===== src/rtl/edge_detect_multi.sv =====
// edge_detect_multi: N-channel synchronise / debounce / edge-pulse block with
// per-channel sticky flags and saturating event counters for CSR readout.
//
// Each channel works like this:
//   1. A shift-chain synchroniser brings the raw input into the clock domain.
//   2. A debounce filter accepts a new level once it has held for DEB_CYCLES
//      consecutive cycles.
//   3. An accepted transition whose direction is enabled by mode registers a
//      one-cycle pulse on the same edge that updates level.
//   4. The sticky flag and the event counter are driven from the registered
//      pulse, so they update one cycle after it. This lets a clear that is
//      asserted while pulse is high collide with the set or increment, and
//      the set or increment wins.
module edge_detect_multi #(
  parameter int N           = 4,
  parameter int SYNC_STAGES = 2,
  parameter int DEB_CYCLES  = 4,
  parameter int CNT_W       = 8,
  parameter bit RST_LVL     = 1'b0
) (
  input  logic                 clk,
  input  logic                 rst_n,
  input  logic [N-1:0]         sig,
  input  logic [1:0]           mode,
  input  logic [N-1:0]         sticky_clr,
  input  logic                 cnt_clr,
  output logic [N-1:0]         pulse,
  output logic [N-1:0]         level,
  output logic [N-1:0]         sticky,
  output logic [N*CNT_W-1:0]   cnt,
  output logic [N-1:0]         cnt_sat
);

  localparam int DW = (DEB_CYCLES > 1) ? $clog2(DEB_CYCLES) : 1;
  localparam logic [DW-1:0] DEB_LAST = DW'(DEB_CYCLES - 1);

  for (genvar i = 0; i < N; i++) begin : g_ch
    logic [SYNC_STAGES-1:0] sync_q;
    logic [DW-1:0]          dcnt_q;
    logic                   level_q;
    logic                   pulse_q;
    logic                   sticky_q;
    logic [CNT_W-1:0]       cnt_q;
    logic                   s;
    logic                   accept;
    logic                   qual;
    logic                   sat;

    assign s      = sync_q[SYNC_STAGES-1];
    assign accept = (s != level_q) && (dcnt_q == DEB_LAST);
    // A rising edge is qualified by mode[0] and a falling edge by mode[1].
    assign qual   = accept && ((s && mode[0]) || (!s && mode[1]));
    assign sat    = &cnt_q;

    // Synchroniser shift chain; the last stage feeds the filter.
    always_ff @(posedge clk or negedge rst_n) begin
      if (!rst_n) sync_q <= {SYNC_STAGES{RST_LVL}};
      else        sync_q <= {sync_q[SYNC_STAGES-2:0], sig[i]};
    end

    // Debounce: count consecutive disagreeing cycles, accept on the last one.
    always_ff @(posedge clk or negedge rst_n) begin
      if (!rst_n) begin
        dcnt_q  <= '0;
        level_q <= RST_LVL;
      end else if (s == level_q) begin
        dcnt_q  <= '0;
      end else if (accept) begin
        dcnt_q  <= '0;
        level_q <= s;
      end else begin
        dcnt_q  <= dcnt_q + 1'b1;
      end
    end

    // Registered qualified-edge pulse, raised on the edge that updates level.
    always_ff @(posedge clk or negedge rst_n) begin
      if (!rst_n) pulse_q <= 1'b0;
      else        pulse_q <= qual;
    end

    // Sticky flag: set by the pulse, write-1-to-clear; set wins a collision.
    always_ff @(posedge clk or negedge rst_n) begin
      if (!rst_n)             sticky_q <= 1'b0;
      else if (pulse_q)       sticky_q <= 1'b1;
      else if (sticky_clr[i]) sticky_q <= 1'b0;
    end

    // Saturating event counter; a clear that meets an event leaves a count of one.
    always_ff @(posedge clk or negedge rst_n) begin
      if (!rst_n)                cnt_q <= '0;
      else if (cnt_clr)          cnt_q <= pulse_q ? CNT_W'(1) : '0;
      else if (pulse_q && !sat)  cnt_q <= cnt_q + 1'b1;
    end

    assign pulse[i]                 = pulse_q;
    assign level[i]                 = level_q;
    assign sticky[i]                = sticky_q;
    assign cnt[i*CNT_W +: CNT_W]    = cnt_q;
    assign cnt_sat[i]               = sat;
  end

endmodule


===== config.mk =====
export PLATFORM = sky130hd
export DESIGN_NAME = edge_detect_multi
export DESIGN_NICKNAME = d
export VERILOG_FILES = /design/src/rtl/edge_detect_multi.sv
export SDC_FILE = /design/constraint.sdc
export NUM_CORES = 1
export LEC_CHECK = 0
export ABC_AREA = 1
export BUFFER_PORTS_ARGS = -buffer_cell sky130_fd_sc_hd__buf_4
export CORE_AREA = 3 3 99 101
export CTS_BUF_LIST = sky130_fd_sc_hd__clkbuf_2
export DETAILED_ROUTE_END_ITERATION = 10
export DIE_AREA = 0 0 102 104
export GPL_ROUTABILITY_DRIVEN = 1
export GPL_TIMING_DRIVEN = 0
export HOLD_SLACK_MARGIN = 0.1
export PLACE_DENSITY = 0.61
export REMOVE_ABC_BUFFERS = 1
export SYNTH_ARGS = -nofsm -noshare
export SYNTH_HDL_FRONTEND = slang
export SYNTH_SLANG_ARGS = --single-unit

===== constraint.sdc =====
create_clock -name clk -period 2.5 [get_ports clk]
set_input_delay 0.75 -clock clk [delete_from_list [all_inputs] [get_ports clk]]
set_output_delay 0.75 -clock clk [all_outputs]
set_load 0.005 [all_outputs]

==> key figures, run 1 <==
Run status
  • Outcome: complete, no violations

Die
  • Core area: between 9000 and 10000 sq um
  • Core Rows: 35
  • Die width: 102 um
  • Initial core utilization: around a third
  • Boundary Pins: between 60 and 70
  • Die H: roughly 100 um
  • Die footprint: around 11000 sq um

Synthesis
  • Top post-synthesis cells by area: dfrtp_1 (48%), nand2_1 (12%), nand3_1 (6.0%), inv_1 (5.2%), buf_4 (4.5%)
  • Mapped Cells: 369
  • Post-synth top area share: 47.58%
  • #FFs+latches synth: 60
  • Count of cell types in the netlist: 33
  • Avg Cell Area, Syn: ~8.6 sq um
  • Sequential-to-total area share from yosys stat: 47.58%
  • Asr flop ratio synth: between 90% and 100%
  • Post-Syn Area: roughly 3200 sq um
  • Ys Warns: 0
  • Primary FF master, synth: dfrtp_1
  • Cell taking the most area after synthesis: dfrtp_1
  • Number of synthesized flops with an enable pin: 0

Worst hold path
  • Worst Hold Class: in2async

Clocking
  • Total CTS buffers: 9
  • Clock Latency Late Sink: around 0.5 ns
  • Number of buffers on the longest clock path: 2
  • Clock Tree Root: clkbuf_2
  • CTS tree: yes
  • # H-tree levels: 3
  • CTS sink count: 60
  • Register clock-pin slew on the reported worst setup and hold paths: roughly 0.19 ns

Critical path
  • CP bufs+invs: 2
  • Crit path capture type: output port
  • Critical path required time: 1.75 ns
  • CP max stage cell: dfrtp_1
  • Setup CP Type: reg2out
  • Worst path max stage delay: roughly 0.45 ns
  • Critical Path AT: around 1.6 ns
  • Critical path launch point type: flop
  • Critical path cell sequence: ha_2, nand2_1, nor2_4, nand2_4, inv_1, buf_4
  • Cell class contributing the biggest share of worst-path delay: flip-flops
  • Crit Path Max Fanout: 5

Place
  • Final HPWL DP: approximately 4.5 mm
  • Inst Count DP: slightly above 500
  • Dpl ws: about 0.52 ns
  • Port Buffers: 60
  • Routability Congestion: around 0.84

Timing
  • Period minus WS final: about 2.4 ns
  • Fin Hold WS: about 0.27 ns
  • Fin. max-slew vios: 0
  • Final worst path period share: a little over nine tenths
  • Unrepaired setup endpoints after global routing: yes
  • Layout Skew: approximately 0.018 ns
  • Fin worst setup slack: 0.1079 ns
  • Slew headroom: roughly half
  • FMAX: between 0.4 and 0.5 GHz
  • Worst Max-Slew Pin Slew: ~0.76 ns
  • Fin. Hold Viols: 0
  • Setup violators final: 0

Global route
  • Vias in the first global route: roughly 2.4k
  • Antenna violations before repair: 0
  • First-pass GRT wire length: roughly 11 mm
  • Pin count of the biggest net entering global routing: 61
  • Gr usage total: 13.15%
  • Overflow after GRT: 0

Drt
  • Antenna-violating nets left: 0
  • Via density: 4.664
  • Pre-Repair DR Iteration Count: 5
  • Met3 wire length: approximately 400 um
  • M1 wire length: ~2.9 mm
  • DR top layer: met4
  • Final wirelength: 6.633 mm
  • WL met2: ~3.3 mm
  • Routed wire length per instance: between 10 and 15 um
  • DRC: 0
  • Total number of vias: about 2.5k
  • Initial drt markers: 106

Job
  • Max-cap violations: 0

Finish
  • Most frequent cells in the layout: nand2_1 (94), buf_4 (71), dfrtp_1 (58)
  • N_diodes: 0
  • Commonest non-fill, non-tap cell in the layout: nand2_1
  • Fin nets: 450
  • Area delta synth->final: 21.93%
  • Post-Layout Cell Count: approximately 550
  • Share of cells above drive strength 1: between 20% and 30%
  • Final core occ: 42.24%

Power and ir drop
  • Leak pwr: 0.002089 uW
  • Worst vdd ir: roughly 360 uV
  • P per Cell Area: between 500 and 600 nW/um^2
[cell families (layout without fill, tap and decap cells)]
family	after synthesis	in the layout	share of synthesized area [%]
and+or+nand+nor	194	194	28.63
AOI/OAI and AO/OA	26	26	5.908
DFF	60	60	47.58
adders and majority gates	8	8	3.172
xor gates and xnor gates	10	10	2.775
buffers and inverters	67	132	10.51
muxes	4	4	1.427
[metrics by stage]
stage / power [uW] / area, sq um / TNS (ns)
final: 2247 / 3847 / 0
after global routing: 2416 / 3847 / -0.06553
after CTS: 2283 / 3726 / 0
after detailed placement: 1632 / 3582 / 0
after global placement: 1613 / 3582 / 0
after floorplan: 1431 / 2993 / 0
[sequential cells by signal (all words and copies together), names as in the netlist]
name           count
g_ch.level_q       4
g_ch.sync_q        8
g_ch.sticky_q      4
g_ch.dcnt_q        8
g_ch.cnt_q        32
g_ch.pulse_q       4
[report_power, final]
group | total [uW] | internal, uW | switching [uW]
clock network | 624 | 235 | 389
registers | 1180 | 1090 | 95.2
logic | 438 | 222 | 217
[area by class of cell]
class	instances	area (sq um)
Sequential cell	60	1504
Tap cell	111	138.9
Timing Repair Buffer	71	533.0
Multi-Input combinational cell	242	1381
Clock buffer	9	45.04
Fill cell	932	5261
Inverter	45	168.9
Clock inverter	7	76.32
[what timing repair did]
item                                    CTS  global route
endpoints found under the hold margin     0             0
buffers inserted                          3             8
gates resized for setup                   0            18
pin swaps                                 0             7
endpoints found under the setup margin    2             4
hold buffers                              0             0
[metal layers]
| layer | vias to the layer above | track usage (%) |
|---|---|---|
| li1 | 1278 | - |
| met1 | 1193 | 16.61 |
| met2 | 60 | 20.06 |
| met3 | 11 | 5.231 |
| met4 | 0 | 5.061 |
| met5 | - | 0 |
[worst register-to-register path, stage by stage, from the launching register on]
cell,delay (ns)
dfrtp_1,0.45
ha_2,0.20
nand2_2,0.12
nor2_4,0.05
buf_4,0.13
a21oi_4,0.24
nor2_4,0.09
nand2_1,0.07
nand2_1,0.05
[worst paths after layout]
check,startpoint,endpoint,slack (ns),depth (start not counted)
min in group clk,sig[2],g_ch[2].sync_q[0],0.33,1
max in group asynchronous,rst_n,g_ch[0].cnt_q[0],1.65,1
setup reg to reg,g_ch[1].cnt_q[1],g_ch[1].cnt_q[7],1.01,8
hold reg to reg,g_ch[2].sync_q[0],g_ch[2].sync_q[1],0.37,0
hold / removal,rst_n,g_ch[0].sticky_q,0.27,1
setup / recovery,g_ch[3].cnt_q[0],cnt_sat[3],0.11,6
[synthesized netlist by cell type (5+ instances only)]
master and count:
ha_1 8, dfrtp_1 60, nor3_1 6, nor2_1 30, buf_4 19, nand3_1 38, xor2_1 10, nand2_1 98
o21bai_1 5, inv_1 44, a21oi_1 7
Note: power is estimated with default switching activity, not from simulation.
==> inputs of run 2 (changes only) <==
- RECOVER_POWER: default -> 100
- TNS_END_PERCENT: default -> 100
==> key figures, run 2 (synthesis results as in run 1) <==
Critical path
  • Critical Path AT: between 1.5 and 2 ns
  • Worst R2R Start: g_ch[2].cnt_q[1]
  • Critical path required time: ~1.8 ns
  • Critical path launch point type: flop
  • Worst setup startpoint: g_ch[2].cnt_q[3]
  • Crit path capture type: output port
  • Setup CP Type: reg2out
  • Crit Path Max Fanout: 6

Global route
  • Vias in the first global route: around 2.4k
  • Pin count of the biggest net entering global routing: 61
  • First-pass GRT wire length: roughly 11 mm
  • Overflow after GRT: 0
  • Antenna violations before repair: 0
  • Gr usage total: about an eighth

Timing
  • Final worst path period share: ~95%
  • Period minus WS final: between 2 and 2.5 ns
  • FMAX: 0.4230 GHz
  • Worst Max-Slew Pin Slew: 1.500 ns
  • Unrepaired setup endpoints after global routing: yes
  • Setup violators final: 0
  • Fin. max-slew vios: 16
  • Fin. Hold Viols: 0
  • Fin Hold WS: 0.3535 ns
  • Slew headroom: -0.03053%
  • Layout Skew: 0.01881 ns

Power and ir drop
  • Leak pwr: 0.002086 uW
  • Total power: 2237 uW
  • Worst vdd ir: between 300 and 400 uV
  • P per Cell Area: 591.8 nW/um^2

Die
  • Core Rows: 35
  • Boundary Pins: a little over 60
  • Core area: 9109 sq um
  • Die width: a little over 100 um
  • Die H: between 100 and 150 um
  • Initial core utilization: between 30% and 40%
  • Die footprint: between 10000 and 15000 sq um

Drt
  • WL met2: roughly 3.2 mm
  • M1 wire length: 2.954 mm
  • DR top layer: met4
  • Final wirelength: 6.679 mm
  • Antenna-violating nets left: 0
  • Via density: about 4.7
  • Pre-Repair DR Iteration Count: 5
  • Met3 wire length: 384 um
  • DRC: 0
  • Total number of vias: about 2.5k
  • Routed wire length per instance: 12.26 um
  • Initial drt markers: 100

Clocking
  • Register clock-pin slew on the reported worst setup and hold paths: 0.19 ns
  • CTS tree: yes
  • Clock Latency Late Sink: roughly 0.50 ns
  • Clock Tree Root: clkbuf_2
  • # H-tree levels: 3
  • Total CTS buffers: 9
  • CTS sink count: 60
  • Number of buffers on the longest clock path: 2

Finish
  • Area delta synth->final: 19.79%
  • Share of cells above drive strength 1: 26.04%
  • Post-Layout Cell Count: approximately 550
  • Fin nets: 450
  • Most flop-heavy register: g_ch.cnt_q
  • Largest registers: g_ch.cnt_q: 32 flops, g_ch.dcnt_q: 8 flops, g_ch.sync_q: 8 flops
  • Design Area, Final: 3780 sq um
  • Max FFs per register: 32
  • # fillers: 941
  • Most frequent cells in the layout: nand2_1 (96), buf_4 (65), dfrtp_1 (58)
  • N_diodes: 0
  • Commonest non-fill, non-tap cell in the layout: nand2_1

Job
  • Max-cap violations: 0

Run status
  • Outcome: finished with violations
  • Failing checks: slew limit

Place
  • Port Buffers: 60
  • Routability Congestion: approximately 0.84
  • Final HPWL DP: 4.469 mm
  • Inst Count DP: 518
  • DP Area: 3582 sq um

Worst hold path
  • Hold Path Origin: sig[2]
  • Worst Hold Class: in2reg
## run 2: timing repair
action,CTS,global route
resized for setup,0,18
endpoints found under the setup margin,2,4
hold buffers,0,0
buffers inserted,3,8
pin swaps,0,7
## run 2: layout make-up
class | instances | area, sq um | share of cell area [%]
repair buffers | 71 | 528.0 | 13.97
multi-input cells | 242 | 1319 | 34.89
inverters | 45 | 168.9 | 4.469
clock buffers | 9 | 45.04 | 1.192
clock inverters | 7 | 76.32 | 2.019
well taps | 111 | 138.9 | 3.674
flip-flops and latches | 60 | 1504 | 39.79
## run 2: critical path: stages (launching register included)
cell,delay (ns)
dfrtp_1,0.51
nand2_2,0.13
nor2_4,0.13
inv_2,0.06
nor3_4,0.17
buf_4,0.13
## run 2: through the flow
step | utilization [%] | worst slack, ns | setup TNS (ns)
after floorplan | - | 0.7267 | 0
after global placement | 39.33 | 0.5263 | 0
after detailed placement | 39.33 | 0.5187 | 0
after CTS | 40.91 | 0.0001072 | 0
after global routing | 41.50 | -0.02968 | -0.04149
final | 41.50 | 0.1361 | 0
## run 2: path summary, 6_finish.rpt
path	endpoint	slack, ns	cells past startpoint
min in group asynchronous	g_ch[0].sticky_q	0.56	1
worst max-delay path	cnt_sat[2]	0.14	5
worst max register to register	g_ch[2].cnt_q[0]	0.60	8
worst min-delay path	g_ch[2].sync_q[0]	0.35	1
max in group asynchronous	g_ch[3].cnt_q[1]	0.94	1
worst min register to register	g_ch[2].sync_q[1]	0.37	0
## run 2: report_power, final
group          switching, uW  internal, uW  total [uW]
Clock                    390           235         625
Combinational            214           216         429
Sequential              93.7          1090        1180
## run 2: layer usage
layer  track usage (%)  vias up
met5                 0        -
met4             5.061        0
met3             5.231       11
met2             20.06       63
met1             16.61     1193
li1                  -     1275
